===== src/rtl/l1_mem_dump.sv =====
// l1_mem_dump: streams the whole contents of a single-port SRAM out over a
// valid/ready port, in ascending address order.
// A 2-entry {addr, data} FIFO sits between the SRAM and the port. A read is
// issued only when it is guaranteed a FIFO slot, so the port outputs are
// driven from registers only.
module l1_mem_dump #(
  parameter int WIDTH = 32,
  parameter int DEPTH = 1024,
  localparam int AW   = $clog2(DEPTH)
) (
  input  logic             CLK,
  input  logic             RST,
  input  logic             START,
  input  logic             MEM_READY,
  output logic             BUSY,
  output logic             DONE,
  output logic             MEM_EN,
  output logic             MEM_WE,
  output logic [AW-1:0]    MEM_ADDR,
  input  logic [WIDTH-1:0] MEM_RDATA,
  output logic             OUT_VALID,
  input  logic             OUT_READY,
  output logic [AW-1:0]    OUT_ADDR,
  output logic [WIDTH-1:0] OUT_DATA
);

  localparam logic [AW-1:0] LAST_ADDR = AW'(DEPTH - 1);

  typedef enum logic [1:0] {
    S_IDLE  = 2'd0,
    S_RUN   = 2'd1,
    S_DRAIN = 2'd2
  } state_t;

  state_t           r_state;
  logic [AW-1:0]    r_rd_addr;
  logic             r_inflight;
  logic [AW-1:0]    r_infl_addr;
  logic             r_done;

  // FIFO entry 0 is always the head; a dequeue shifts entry 1 down.
  logic [1:0]       r_count;
  logic [AW-1:0]    r_q_addr [2];
  logic [WIDTH-1:0] r_q_data [2];

  logic             w_valid;
  logic             w_deq;
  logic [1:0]       w_after_deq;
  logic [1:0]       w_occupancy;
  logic             w_issue;
  logic             w_last_hs;
  logic             w_wr_slot1;

  // Handshake, credit check and FIFO write-slot selection
  always_comb begin
    w_valid     = (r_count != 2'd0);
    w_deq       = w_valid && OUT_READY;
    w_after_deq = r_count - {1'b0, w_deq};
    w_occupancy = w_after_deq + {1'b0, r_inflight};
    w_issue     = !RST && (r_state == S_RUN) && (w_occupancy < 2'd2);
    w_last_hs   = w_deq && (r_q_addr[0] == LAST_ADDR);
    w_wr_slot1  = (w_after_deq == 2'd1);
  end

  // Output drive; everything forced to zero while reset is asserted
  always_comb begin
    BUSY      = !RST && (r_state != S_IDLE);
    DONE      = !RST && r_done;
    MEM_EN    = w_issue;
    MEM_WE    = 1'b0;
    MEM_ADDR  = w_issue ? r_rd_addr : '0;
    OUT_VALID = !RST && w_valid;
    OUT_ADDR  = (!RST && w_valid) ? r_q_addr[0] : '0;
    OUT_DATA  = (!RST && w_valid) ? r_q_data[0] : '0;
  end

  // Control FSM: read issue counter, in-flight tag and completion pulse
  always_ff @(posedge CLK) begin
    if (RST) begin
      r_state     <= S_IDLE;
      r_rd_addr   <= '0;
      r_inflight  <= 1'b0;
      r_infl_addr <= '0;
      r_done      <= 1'b0;
    end else begin
      r_done      <= 1'b0;
      r_inflight  <= w_issue;
      r_infl_addr <= w_issue ? r_rd_addr : '0;
      case (r_state)
        S_IDLE: begin
          // a START coinciding with the DONE pulse does not restart
          if (START && MEM_READY && !r_done) begin
            r_state   <= S_RUN;
            r_rd_addr <= '0;
          end
        end
        S_RUN: begin
          if (w_issue) begin
            if (r_rd_addr == LAST_ADDR) begin
              r_state <= S_DRAIN;
            end else begin
              r_rd_addr <= r_rd_addr + 1'b1;
            end
          end
        end
        S_DRAIN: begin
          if (w_last_hs) begin
            r_state <= S_IDLE;
            r_done  <= 1'b1;
          end
        end
        default: r_state <= S_IDLE;
      endcase
    end
  end

  // Output FIFO: enqueue returning read data, dequeue on handshake
  always_ff @(posedge CLK) begin
    if (RST) begin
      r_count     <= 2'd0;
      r_q_addr[0] <= '0;
      r_q_addr[1] <= '0;
      r_q_data[0] <= '0;
      r_q_data[1] <= '0;
    end else begin
      r_count <= w_after_deq + {1'b0, r_inflight};
      if (r_inflight && !w_wr_slot1) begin
        r_q_addr[0] <= r_infl_addr;
        r_q_data[0] <= MEM_RDATA;
      end else if (w_deq) begin
        r_q_addr[0] <= r_q_addr[1];
        r_q_data[0] <= r_q_data[1];
      end
      if (r_inflight && w_wr_slot1) begin
        r_q_addr[1] <= r_infl_addr;
        r_q_data[1] <= MEM_RDATA;
      end
    end
  end

endmodule


===== config.mk =====
export PLATFORM = sky130hd
export DESIGN_NAME = l1_mem_dump
export DESIGN_NICKNAME = d
export VERILOG_FILES = /design/src/rtl/l1_mem_dump.sv
export SDC_FILE = /design/constraint.sdc
export NUM_CORES = 1
export LEC_CHECK = 0
export ABC_AREA = 1
export BUFFER_PORTS_ARGS = -buffer_cell sky130_fd_sc_hd__buf_2
export CAP_MARGIN = 20
export CORE_MARGIN = 3
export CORE_UTILIZATION = 50
export CTS_CLUSTER_DIAMETER = 60
export DETAILED_ROUTE_END_ITERATION = 10
export PLACE_DENSITY = 0.77
export SETUP_SLACK_MARGIN = 0.05
export SLEW_MARGIN = 20
export SYNTH_ARGS = -nofsm -noshare
export SYNTH_HDL_FRONTEND = slang
export SYNTH_SLANG_ARGS = --single-unit

===== constraint.sdc =====
create_clock -name CLK -period 5.8 [get_ports CLK]
set_input_delay 0 -clock CLK [delete_from_list [all_inputs] [get_ports CLK]]
set_output_delay 0 -clock CLK [all_outputs]
set_load 0.05 [all_outputs]

==> results of run 1 <==
==> per-layer routing <==
metal / routed length, um / share of wire / up-vias / global-route usage
met5: 0 / 0 / - / 0
met4: 103 / 0.010 / 0 / 0.0484
met3: 520 / 0.051 / 12 / 0.0343
met2: 4990 / 0.49 / 98 / 0.317
met1: 4590 / 0.45 / 1821 / 0.226
li1: - / - / 2020 / -
==> area by class of cell <==
class | count | area [um2]
inverters | 119 | 447
clock inverters | 7 | 73.8
fillers | 821 | 3630
repair buffers | 128 | 846
flip-flops and latches | 110 | 3040
multi-input cells | 312 | 1490
well taps | 133 | 166
clock buffers | 9 | 124
==> state kept, by name (all words and copies together) (netlist names) <==
signal	cells
r_inflight	1
r_count	2
r_done	1
r_state	2
r_infl_addr	10
r_q_data	64
r_rd_addr	10
r_q_addr	20
==> synth_stat cells, types with 3 or more instances <==
cell	count
nor2_1	127
inv_1	115
edfxtp_1	84
nand2_1	51
a21oi_1	35
dfxtp_1	26
o21ai_1	26
o21ai_0	22
clkbuf_1	14
nand4_1	13
nand3_1	12
a21oi_2	10
buf_2	6
inv_2	4
nand2_2	4
buf_6	3
==> logic make-up after synthesis <==
| family | after synthesis | share of synthesized area |
|---|---|---|
| AND/OR/NAND/NOR | 214 | 0.179 |
| AO/OA/AOI/OAI | 95 | 0.102 |
| buffers and inverters | 145 | 0.115 |
| other | 1 | 0.000738 |
| adder cells (fa/ha/maj) | 2 | 0.00492 |
| flip-flops | 110 | 0.599 |
==> critical path: cells and delay by family <==
kind                   cells  cell delay (ps)
buffers and inverters      4             1710
AND/OR/NAND/NOR            3              780
==> how the worst max path moves through the flow <==
stage,startpoint,end,slack [ps],cells past startpoint
global placement,r_count[1],r_q_data[0][2],3600,5
floorplan,r_count[1],r_q_addr[0][10],1690,4
global route,RST,r_q_data[0][43],3070,7
detailed placement,r_count[0],r_q_data[0][40],3460,6
CTS,RST,r_q_data[0][40],3390,7
finish,RST,r_q_data[0][40],3380,7
==> power by group through the flow <==
stage | clock network, W | logic [W] | registers (W)
after floorplan | 0 | 0.000281 | 0.000985
after global placement | 0 | 0.000346 | 0.000989
after detailed placement | 0 | 0.000358 | 0.000994
after CTS | 0.000464 | 0.000377 | 0.000975
after global routing | 0.000492 | 0.000428 | 0.000984
final | 0.000458 | 0.000382 | 0.000974
==> stage by stage <==
| step | area [um2] | hold slack, ps |
|---|---|---|
| after floorplan | 5080 | 220 |
| after global placement | 5610 | 298 |
| after detailed placement | 5640 | 318 |
| after CTS | 6170 | 122 |
| after global routing | 6190 | 172 |
| final | 6190 | 130 |
==> impl_metrics.env, run 1 <==
export IMPL_maxCapViolations=0
export IMPL_stdcell_count=818
export IMPL_core_area_um2=9820
export IMPL_fmaxAchievable_mhz=413
export IMPL_r2r_worst_path_cells=6
export IMPL_cts_sinks=110
export IMPL_grt_overflow=0
export IMPL_via_per_inst=4.83
export IMPL_p_total_w=0.00181
export IMPL_synth_ff_type="edfxtp_1"
export IMPL_grt_pass1_wl_um=16600
export IMPL_via_count=3951
export IMPL_clock_skew_ps=8.03
export IMPL_tightest_slew_ps=1080
export IMPL_nNetsFinal=719
export IMPL_synth_top_area_frac=0.496
export IMPL_yosys_area_top_type="edfxtp_1"
export IMPL_final_period_utilization=0.417
export IMPL_synth_seq_cells=110
export IMPL_p_sw_frac=0.309
export IMPL_clockPowerShare=0.252
export IMPL_grt_max_degree=85
export IMPL_ys_seq_area_frac=0.599
export IMPL_ctsResizeCount=0
export IMPL_report_final_hold_viol_count=0
export IMPL_synthTopCellsByArea="edfxtp_1, dfxtp_1, nor2_1, inv_1, nand2_1"
export IMPL_cpPeakStageDelay_ps=700
export IMPL_first_iter_violations=177
export IMPL_numCtsBuffers=9
export IMPL_routedWlPerCell_um=12.5
export IMPL_ys_warn_count=0
export IMPL_preCtsSetupSlack_ps=3460
export IMPL_h_tree_depth=3
export IMPL_placedCellCount=768
export IMPL_setup_viol=0
export IMPL_status="finished, final reports clean"
export IMPL_cts_hold_buf=33
export IMPL_p_seq_frac=0.537
export IMPL_reg2reg_from="r_count[0]"
export IMPL_critPathMaxFanout=43
export IMPL_drtPass1Iterations=5
export IMPL_fin_tns_setup_ps=0
export IMPL_drv_slew=0
export IMPL_num_rows=36
export IMPL_numPortBuffers=92
export IMPL_gp_congestion=0.908
export IMPL_whs_endpoint="r_count[1]"
export IMPL_powerDensity_nw_per_um2=293
export IMPL_peakVddDrop_v=0.000180
export IMPL_postRouteAntennaNets=0
export IMPL_grt_pass1_vias=3673
export IMPL_drive_gt1_frac=0.201
export IMPL_synth_edf_count=84
export IMPL_grt_usage=0.179
export IMPL_p_leak_nw=2.74
export IMPL_postSynthCellCount=567
export IMPL_cpMaxStageDelayCell="inv_2"
export IMPL_cts_buffer_depth=2
export IMPL_cts_root_buf="clkbuf_8"
export IMPL_synthArstFlopShare=0
export IMPL_final_cell_mix="nor2_1, inv_1, buf_2, edfxtp_1, nand2_1"
export IMPL_switchingPower_w=0.000561
export IMPL_setup_ws_ps=3380
export IMPL_final_util=0.630
export IMPL_syn_avg_cell_area_um2=8.97
export IMPL_cp_start_kind="primary input"
export IMPL_fp_dieH_um=107
export IMPL_required_ps=5890
export IMPL_io_pins=94
export IMPL_die_w_um=107
export IMPL_die_area_um2=11400
export IMPL_r2r_end="r_q_data[0][40]"
export IMPL_syn_area_um2=5080
export IMPL_min_path_type="in -> reg"
export IMPL_syn_nets=606
export IMPL_r2r_slack_ps=3440
export IMPL_clkTransAtPathRegs_ps=100
export IMPL_pwr_share_comb=0.211
export IMPL_final_common_cell="nor2_1"
export IMPL_syn_to_final_growth_pct=21.7
export IMPL_synth_cell_types=28
export IMPL_hpwlAfterDp_um=6730
export IMPL_drc=0
export IMPL_crit_arrival_ps=2510
export IMPL_clock_latency_ps=360
export IMPL_intPower_w=0.00125
export IMPL_antenna_cells=0
export IMPL_crit_type="in -> reg"
export IMPL_antenna_found_initial=0
export IMPL_slew_headroom=0.278
export IMPL_cts_setup_buffers=0
export IMPL_holdPathStages=5
export IMPL_start_util=0.518
export IMPL_path_cells="dlygate4sd3_1 -> buf_2 -> inv_1 -> nand2_1 -> nand2_2 -> inv_2 -> nor2_1"
export IMPL_wl_um=10200
export IMPL_hold_start="OUT_READY"
export IMPL_rsz0062_at_grt="false"
export IMPL_cts_tree="done"
export IMPL_end_kind="flop"
export IMPL_fin_crit_ps=2420
(Power assumes the default switching activity.)
==> inputs of run 2 (changes only) <==
==> constraint.sdc (replaced) <==
create_clock -name CLK -period 2.3 [get_ports CLK]
set_input_delay 0 -clock CLK [delete_from_list [all_inputs] [get_ports CLK]]
set_output_delay 0 -clock CLK [all_outputs]
set_load 0.05 [all_outputs]
==> impl_metrics.env, run 2 (synthesis gave the netlist of run 1 again) <==
export IMPL_peakVddDrop_v=0.000470
export IMPL_start_util=0.518
export IMPL_critPathMaxFanout=15
export IMPL_regMostFlops="r_q_data"
export IMPL_fin_crit_ps=2090
export IMPL_via_count=4011
export IMPL_largest_reg_flops=64
export IMPL_cpMostUsedCell="nand3_1"
export IMPL_p_leak_nw=2.78
export IMPL_clkTransAtPathRegs_ps=90
export IMPL_num_rows=36
export IMPL_status="finished, final reports clean"
export IMPL_crit_type="reg -> out"
export IMPL_min_path_type="in -> reg"
export IMPL_crit_arrival_ps=2090
export IMPL_via_per_inst=4.86
export IMPL_cp_depth=9
export IMPL_report_final_hold_viol_count=0
export IMPL_fmaxAchievable_mhz=479
export IMPL_powerDensity_nw_per_um2=715
export IMPL_numCtsBuffers=9
export IMPL_io_pins=94
export IMPL_r2r_slack_ps=430
export IMPL_maxCapViolations=0
export IMPL_hpwlAfterDp_um=6810
export IMPL_drtPass1Iterations=7
export IMPL_numPortBuffers=92
export IMPL_syn_to_final_growth_pct=23.0
export IMPL_final_period_utilization=0.908
export IMPL_setup_viol=0
export IMPL_cpPeakStageDelay_ps=390
export IMPL_wl_um=10200
export IMPL_die_area_um2=11400
export IMPL_rsz0062_at_grt="false"
export IMPL_antenna_cells=0
export IMPL_grt_pass1_wl_um=16500
export IMPL_crit_buf_inv=3
export IMPL_final_common_cell="nor2_1"
export IMPL_drv_slew=0
export IMPL_path_cells="nand3_1 -> o21ai_2 -> ha_1 -> inv_1 -> nand3_1 -> nand3_4 -> buf_4 -> nor2_1 -> buf_2"
export IMPL_r2r_end="r_q_addr[0][2]"
export IMPL_clock_latency_ps=360
export IMPL_holdPathStages=5
export IMPL_whs_endpoint="r_count[1]"
export IMPL_routedWlPerCell_um=12.4
export IMPL_p_total_w=0.00447
export IMPL_cts_tree="done"
export IMPL_cts_buffer_depth=2
export IMPL_antenna_found_initial=0
export IMPL_cp_top_family="buffers and inverters"
export IMPL_final_cell_mix="nor2_1, inv_1, buf_2, edfxtp_1, nand2_1"
export IMPL_postRouteAntennaNets=0
export IMPL_cts_setup_buffers=0
export IMPL_drive_gt1_frac=0.214
export IMPL_cp_start_kind="flop"
export IMPL_h_tree_depth=3
export IMPL_fin_tns_setup_ps=0
export IMPL_gp_congestion=0.856
export IMPL_reg_top3="r_q_data: 64 flops, r_q_addr: 20 flops"
export IMPL_cts_root_buf="clkbuf_8"
export IMPL_reg2reg_from="r_count[0]"
export IMPL_cts_sinks=110
export IMPL_end_kind="output pin"
export IMPL_grt_pass1_vias=3671
export IMPL_fp_dieH_um=107
export IMPL_cpMaxStageDelayCell="dfxtp_2"
export IMPL_clock_skew_ps=10.8
export IMPL_hold_start="OUT_READY"
export IMPL_drc=0
export IMPL_nNetsFinal=726
export IMPL_core_area_um2=9820
export IMPL_grt_overflow=0
export IMPL_required_ps=2300
export IMPL_die_w_um=107
export IMPL_grt_usage=0.178
export IMPL_grt_max_degree=44
export IMPL_r2r_worst_path_cells=9
export IMPL_first_iter_violations=263
-- run 2: area by class of cell --
class / count / area [um2]
repair buffers: 135 / 933
inverters: 119 / 447
clock inverters: 7 / 48.8
flip-flops and latches: 110 / 3050
fillers: 795 / 3570
well taps: 133 / 166
clock buffers: 9 / 124
multi-input cells: 312 / 1490
-- run 2: worst max-delay path by stage --
| stage | end | from | slack [ps] |
|---|---|---|---|
| 2_1_floorplan | r_q_addr[0][10] | r_count[1] | 120 |
| 3_3_place_gp | r_rd_addr[5] | r_count[1] | 490 |
| 3_5_place_dp | r_q_addr[0][2] | r_count[0] | 390 |
| 4_1_cts | MEM_ADDR[9] | r_count[1] | 100 |
| 5_1_grt | MEM_ADDR[6] | r_count[0] | 40 |
| 6_report | MEM_ADDR[6] | r_count[1] | 210 |
-- run 2: routing by layer --
layer,up-vias,routed length [um],GRT usage
li1,2034,-,-
met1,1850,4470,0.229
met2,115,5020,0.308
met3,12,599,0.0295
met4,0,126,0.0612
met5,-,0,0
-- run 2: stage by stage --
stage	cells	cell area, um2	utilization	hold WS [ps]	worst slack (ps)
2_1_floorplan	567	5090	-	220	125
3_3_place_gp	775	5710	0.581	302	489
3_5_place_dp	775	5710	0.581	318	388
4_1_cts	824	6210	0.633	114	101
5_1_grt	825	6250	0.637	156	35.8
6_report	825	6250	0.637	116	212
-- run 2: power by group --
part,leakage (nW),switching (W),internal [W]
Clock,0.0817,0.000630,0.000394
Sequential,1.09,0.0000896,0.00237
Combinational,1.61,0.000678,0.000306
-- run 2: what timing repair did --
item / CTS / global route
endpoints found under the hold margin: 62 / 0
hold buffers: 33 / 0
setup endpoints to repair: 0 / 5
resized for setup: 0 / 7
-- run 2: worst register-to-register path, delay by kind of cell, from the launching register on --
kind	cells	cell delay, ps
flops	1	390
buf+inv	2	390
compound gates	3	360
simple gates	4	600
